[src/rtl/ch_gate_seq.sv]
// ---------------------------------------------------------------------------
// ch_gate_seq
// Clock-gating and reset sequencer for the SCA channel array. Each channel
// runs its own four-state sequencer. The sequencer holds the channel reset for
// a fixed number of gated-clock edges after wake-up and again before the clock
// is gated off. When STAGGER=1, at most one channel can leave OFF per cycle,
// which limits the inrush current.
//
// Ports
//   clk        in   global clock
//   resetB     in   asynchronous active-low reset
//   ch_enable  in   [N_CH] per-channel enable request (level, clk-synchronous)
//   ch_clk     out  [N_CH] glitch-free gated channel clock
//   ch_res     out  [N_CH] channel reset, active high, changes on negedge clk
//   ch_ready   out  [N_CH] channel is in RUN
//   busy       out  any channel sequencing, or requesting while OFF
//
// state   | meaning
// --------+-------------------------------------------------------------
// S_OFF   | clock gated, reset held, waiting for enable + grant
// S_WAKE  | clock running, reset held for RST_CYC edges
// S_RUN   | clock running, reset released
// S_SLEEP | clock running, reset held for DIS_CYC edges, then gate off
// ---------------------------------------------------------------------------
module ch_gate_seq #(
  parameter int N_CH    = 22,
  parameter int RST_CYC = 2,
  parameter int DIS_CYC = 2,
  parameter int STAGGER = 1
) (
  input  logic            clk,
  input  logic            resetB,
  input  logic [N_CH-1:0] ch_enable,
  output logic [N_CH-1:0] ch_clk,
  output logic [N_CH-1:0] ch_res,
  output logic [N_CH-1:0] ch_ready,
  output logic            busy
);

  localparam int CNT_MAX = (RST_CYC > DIS_CYC) ? RST_CYC : DIS_CYC;
  localparam int CW      = $clog2(CNT_MAX + 1);
  localparam logic [CW-1:0] RST_LAST = CW'(RST_CYC - 1);
  localparam logic [CW-1:0] DIS_LAST = CW'(DIS_CYC - 1);
  localparam logic [N_CH-1:0] ONE    = {{(N_CH-1){1'b0}}, 1'b1};

  typedef enum logic [1:0] {
    S_OFF   = 2'd0,
    S_WAKE  = 2'd1,
    S_RUN   = 2'd2,
    S_SLEEP = 2'd3
  } state_e;

  state_e          state_q [N_CH];
  state_e          state_d [N_CH];
  logic [CW-1:0]   cnt_q   [N_CH];
  logic [CW-1:0]   cnt_d   [N_CH];

  logic [N_CH-1:0] req;
  logic [N_CH-1:0] grant;
  logic [N_CH-1:0] en;
  logic [N_CH-1:0] en_lat_q;
  logic [N_CH-1:0] res_d;
  logic [N_CH-1:0] res_q;
  logic [N_CH-1:0] busy_v;

  // Wake-up arbitration. When STAGGER=1, only the lowest set bit of req is
  // granted (req & -req).
  always_comb begin
    req   = '0;
    grant = '0;
    for (int i = 0; i < N_CH; i++) begin
      req[i] = (state_q[i] == S_OFF) && ch_enable[i];
    end
    if (STAGGER != 0) grant = req & (~req + ONE);
    else              grant = req;
  end

  always_comb begin
    en       = '0;
    res_d    = '1;
    ch_ready = '0;
    busy_v   = '0;
    for (int i = 0; i < N_CH; i++) begin
      state_d[i] = state_q[i];
      cnt_d[i]   = cnt_q[i];
      case (state_q[i])
        S_OFF: begin
          if (grant[i]) begin
            state_d[i] = S_WAKE;
            cnt_d[i]   = '0;
          end
        end
        S_WAKE: begin
          if (!ch_enable[i]) begin
            state_d[i] = S_SLEEP;
            cnt_d[i]   = '0;
          end else if (cnt_q[i] == RST_LAST) begin
            state_d[i] = S_RUN;
          end else begin
            cnt_d[i] = cnt_q[i] + 1'b1;
          end
        end
        S_RUN: begin
          if (!ch_enable[i]) begin
            state_d[i] = S_SLEEP;
            cnt_d[i]   = '0;
          end
        end
        S_SLEEP: begin
          // SLEEP always runs to completion, so that the DIS_CYC reset edges
          // are delivered even if the enable comes back.
          if (cnt_q[i] == DIS_LAST) begin
            state_d[i] = S_OFF;
            cnt_d[i]   = '0;
          end else begin
            cnt_d[i] = cnt_q[i] + 1'b1;
          end
        end
        default: begin
          state_d[i] = S_OFF;
          cnt_d[i]   = '0;
        end
      endcase
      en[i]       = (state_q[i] != S_OFF);
      res_d[i]    = (state_q[i] != S_RUN);
      ch_ready[i] = (state_q[i] == S_RUN);
      busy_v[i]   = (state_q[i] == S_WAKE) || (state_q[i] == S_SLEEP) || req[i];
    end
  end

  // busy is gated by resetB so that it reads 0 while reset is held, even if
  // ch_enable is high.
  assign busy = resetB & (|busy_v);

  always_ff @(posedge clk or negedge resetB) begin
    if (!resetB) begin
      for (int i = 0; i < N_CH; i++) begin
        state_q[i] <= S_OFF;
        cnt_q[i]   <= '0;
      end
    end else begin
      for (int i = 0; i < N_CH; i++) begin
        state_q[i] <= state_d[i];
        cnt_q[i]   <= cnt_d[i];
      end
    end
  end

  // Classic latch-based clock gate. The latch is closed while clk is high, so
  // en can change only while the gated clock is already low. This prevents
  // glitches and runt pulses.
  always_latch begin
    if (!resetB)  en_lat_q <= '0;
    else if (!clk) en_lat_q <= en;
  end

  assign ch_clk = {N_CH{clk}} & en_lat_q;

  // ch_res is updated on the falling edge, so it is stable at every gated
  // rising edge.
  always_ff @(negedge clk or negedge resetB) begin
    if (!resetB) res_q <= '1;
    else         res_q <= res_d;
  end

  assign ch_res = res_q;

endmodule

[config.mk]
export PLATFORM = sky130hd
export DESIGN_NAME = ch_gate_seq
export DESIGN_NICKNAME = d
export VERILOG_FILES = /design/src/rtl/ch_gate_seq.sv
export SDC_FILE = /design/constraint.sdc
export NUM_CORES = 1
export LEC_CHECK = 0
export ABC_CLOCK_PERIOD_IN_PS = 2900
export CAP_MARGIN = 10
export CORE_MARGIN = 2
export CORE_UTILIZATION = 45
export DETAILED_ROUTE_END_ITERATION = 10
export PLACE_DENSITY = 0.66
export SKIP_CTS_REPAIR_TIMING = 1
export SYNTH_ARGS = -nofsm -noshare
export SYNTH_HDL_FRONTEND = slang
export SYNTH_SLANG_ARGS = --single-unit
export TNS_END_PERCENT = 1
[constraint.sdc]
create_clock -name clk -period 2.9 [get_ports clk]
set_input_delay 0.435 -clock clk [delete_from_list [all_inputs] [get_ports clk]]
set_output_delay 0.435 -clock clk [all_outputs]
set_load 0.02 [all_outputs]
; ---- Word level (Yosys, flattened, before mapping)
; Cells that the tools add are included.
[op_classes]
reduce_logical = 155
bitwise_logic = 4
mux = 268
n_addsub = 23
eq_ne = 220
[ops]
columns = operator, count
row1 = $mux 2, 220
row2 = $pmux 2 s4, 44
row3 = $ne 2x2->1 const B, 88
row4 = $ne 3x3->1 const B, 44
row5 = $eq 2x1->1 const B, 44
row6 = $eq 2x2->1 const B, 44
row7 = $mux 22, 4
row8 = $reduce_and 4->1, 22
row9 = $reduce_and 3->1, 22
row10 = $add 2x1->2 const B, 22
row11 = $and 22x22->22, 2
row12 = $logic_not 2->1, 22
row13 = $logic_or 1x1->1, 44
row14 = $reduce_bool 2->1, 22
row15 = $add 22x1->22 const B, 1
row16 = $logic_and 1x1->1, 22
row17 = $not 22->22, 1
row18 = $reduce_or 22->1, 1
row19 = $and 1x1->1, 1
[totals]
output_inout_bits = 67
latchBits = 22
register_bits = 110
elab_cells = 737
in_bits = 24

; ---- Logic depth before layout (Yosys ltp)
[depth]
ltp_word = 7
ltp_mapped = 9
mapped_depth_nobuf = 7

==> Flow_metrics.wiki <==
{| class="wikitable"
! Metric !! Value
|-
| Outcome || complete, but fails checks
|-
| Violated checks || setup timing
|-
| Sequence of cells on the critical path || inv_2, ha_4, a222oi_1, buf_4, nand4_1, or3_4, o41a_1, buf_6
|-
| Initial standard-cell utilization of the core || 45.6%
|-
| Cell row count || 51
|-
| Relative slew slack || 66.0%
|-
| Routability congestion estimate || 0.859
|-
| Number of global-route vias before repair || 8201
|-
| Leakage power || 0.00638 uW
|-
| Core region area || 0.0193 mm2
|-
| Final routed DRC violation total || 0
|-
| Area share of fa/ha/maj cells after synthesis || 21.8%
|-
| Setup slack after layout || -0.568 ns
|-
| Final setup fails || 67
|-
| Clk Latency, worst-skew pair || 0.84 ns
|-
| Antenna diode count || 0
|-
| Critical Path End Type || output pin
|-
| Post-synthesis share of cell area spent on xor and xnor gates || 0%
|-
| Synth Area per Inst || 9.41 um2
|-
| Post-synthesis instance total || 938
|-
| Grt ovf || 0
|-
| Achievable clock frequency || 288 MHz
|-
| Max-cap violation count || 0
|-
| Area fraction in and, or, nand and nor cells after synthesis || 13.1%
|-
| Antenna violations before repair || 0
|-
| Warnings, synthesis || 0
|-
| Routed wire length || 24400 um
|-
| Overall power || 17100 uW
|-
| Number of max-slew violations in the final report || 0
|-
| I/O pin total || 91
|-
| Final Skew || 0.123 ns
|-
| Area contributors post-synth || sky130_fd_sc_hd__dfrtp_1, sky130_fd_sc_hd__ha_1, sky130_fd_sc_hd__dfstp_2
|-
| Arrival time at the worst endpoint || 3.03 ns
|-
| Vias post-DR || 8074
|-
| Mux cell area share after synthesis || 3.36%
|-
| Crit path kind || flip-flop to output pin
|-
| Pin count of the biggest net entering global routing || 34
|-
| Area growth from synthesis to layout || 44.2%
|-
| Clock tree from TritonCTS || done
|-
| Period utilisation layout || 120%
|-
| DRT iter0 DRCs || 492
|-
| Routed length per placed instance || 15.9 um
|-
| Syn Std Cell Area || 0.00882 mm2
|-
| Aggregate negative setup slack || -20.62 ns
|-
| First-pass GRT wire length || 39300 um
|-
| Post-placement setup slack || -0.480 ns
|-
| Share of flip-flops with an asynchronous set or reset after synthesis || 83.3%
|-
| Die Span Y || 144 um
|-
| Avg Vias per Cell || 5.26
|-
| Share of layout cells above drive strength 1 || 28.3%
|-
| Pin slew with the least headroom to its limit || 0.505 ns
|-
| Residual antenna-violating net count after detailed routing || 0
|-
| Clock slew at the register clock pins of the worst setup and hold paths || 0.07 ns
|-
| Core utilization of the finished layout || 65.8%
|-
| Most frequently used cell type in the post-synthesis netlist || sky130_fd_sc_hd__ha_1
|-
| Number of nets in the final layout || 1438
|-
| Compound-cell area share of the yosys netlist || 19.8%
|-
| Final critical-path required period || 3.47 ns
|-
| CP required || 2.47 ns
|-
| Endpoints failing hold || 0
|-
| Ratio of total power to cell area || 1340 mW/mm2
|-
| Critical path fanouts, max || 2
|-
| Synth Flop Type || sky130_fd_sc_hd__dfrtp_1
|-
| Biggest area consumer among synthesized cells || sky130_fd_sc_hd__dfrtp_1
|-
| Sort of element at the start of the critical path || flip-flop
|-
| Die boundary width || 144 um
|-
| Number of iterations in the first detailed-routing pass || 7
|-
| Number of flops mapped to enable cells by yosys || 0
|-
| Main combinational cell family by area after synthesis || adder cells
|-
| Yosys top cell area share || 25.0%
|-
| IO buf count || 90
|-
| Commonest cells in the synthesized netlist || sky130_fd_sc_hd__ha_1, sky130_fd_sc_hd__inv_1, sky130_fd_sc_hd__dfrtp_1
|-
| Die area || 0.0207 mm2
|-
| Largest stage delay on the critical path || 0.44 ns
|-
| Worst min-delay path category || input pin to clock gate
|-
| Peak supply drop || 574 uV
|-
| Dpl hpwl || 17100 um
|-
| Syn Nets || 1116
|-
| RSZ-0062 raised after global routing || yes
|-
| Global-route usage over all layers || 24.7%
|-
| Number of library cell types mapped by synthesis || 66
|-
| Worst-path cell with the longest stage delay || sky130_fd_sc_hd__o41a_1
|-
| #FFs+latches synth || 132
|}
==> final timing paths <==
path                               start  cells after the start     endpoint  slack [ns]
min in group clk           ch_enable[19]                      3     cnt_q[5]        0.50
max                          state_q[13]                      8         busy       -0.57
min reg2reg                    cnt_q[38]                      1    cnt_q[38]        0.52
max in group asynchronous         resetB                      4   ch_res[11]        0.77
max reg2reg                  state_q[42]                     10  state_q[20]        0.23
min                               resetB                      4   clock gate        0.12
max in group gated                resetB                      4   clock gate        1.25
min in group asynchronous         resetB                      3  state_q[40]        0.30
==> cells in the final DEF, fill, tap and decap left out, types with 43 or more instances in the layout <==
cell	count
sky130_fd_sc_hd__clkbuf_16	43
sky130_fd_sc_hd__a21oi_1	65
sky130_fd_sc_hd__nand2_1	57
sky130_fd_sc_hd__buf_6	43
sky130_fd_sc_hd__buf_4	179
sky130_fd_sc_hd__nor2_1	52
sky130_fd_sc_hd__clkdlybuf4s50_1	44
sky130_fd_sc_hd__dfrtp_1	88
sky130_fd_sc_hd__ha_1	150
sky130_fd_sc_hd__inv_1	157
==> through the flow <==
step | cells | hold slack [ns] | cell area (um2)
floorplan | 938 | -0.888 | 8830
global placement | 1451 | -0.612 | 11300
CTS | 1528 | -1.03 | 12600
detailed placement | 1451 | -0.610 | 11300
finish | 1534 | 0.118 | 12700
global route | 1534 | 0.155 | 12700
==> critical path: cells and delay by family, from the launching register on <==
kind,cells,cell delay [ns]
AO/OA/AOI/OAI,2,0.79
adder cells (fa/ha/maj),1,0.16
buffers and inverters,3,0.40
flip-flops,1,0.36
AND/OR/NAND/NOR,2,0.60
==> layer usage <==
metal / global-route usage, % / part of all wire, % / vias to the layer above
li1: - / - / 3924
met1: 29.8 / 44 / 3893
met2: 39.1 / 48 / 200
met3: 7.19 / 5.0 / 57
met4: 15.1 / 3.0 / 0
met5: 0 / 0 / -
==> flip-flops by register name (all words and copies together) (netlist names) <==
| signal | flops |
|---|---|
| cnt_q | 44 |
| ch_res | 22 |
| en_lat_q | 22 |
| state_q | 44 |
==> logic make-up after synthesis <==
group,count (synthesis)
flops,110
compound gates,240
buf+inv,153
latches,22
simple gates,232
fa+ha+maj,154
mux,27
==> layout make-up <==
class / instances / area, um2
clock buffer: 71 / 1330
inverter: 137 / 514
timing repair buffer: 250 / 2100
clock inverter: 26 / 98.8
sequential: 132 / 3110
fill: 1481 / 6610
multi-input combinational: 653 / 5230
tap: 265 / 332
==> power by group <==
group | switching, uW | leakage (uW) | internal (uW)
logic | 4770 | 0.00399 | 4570
clock network | 1660 | 0.000903 | 3010
registers | 494 | 0.00149 | 2580
(Power assumes the default switching activity.)
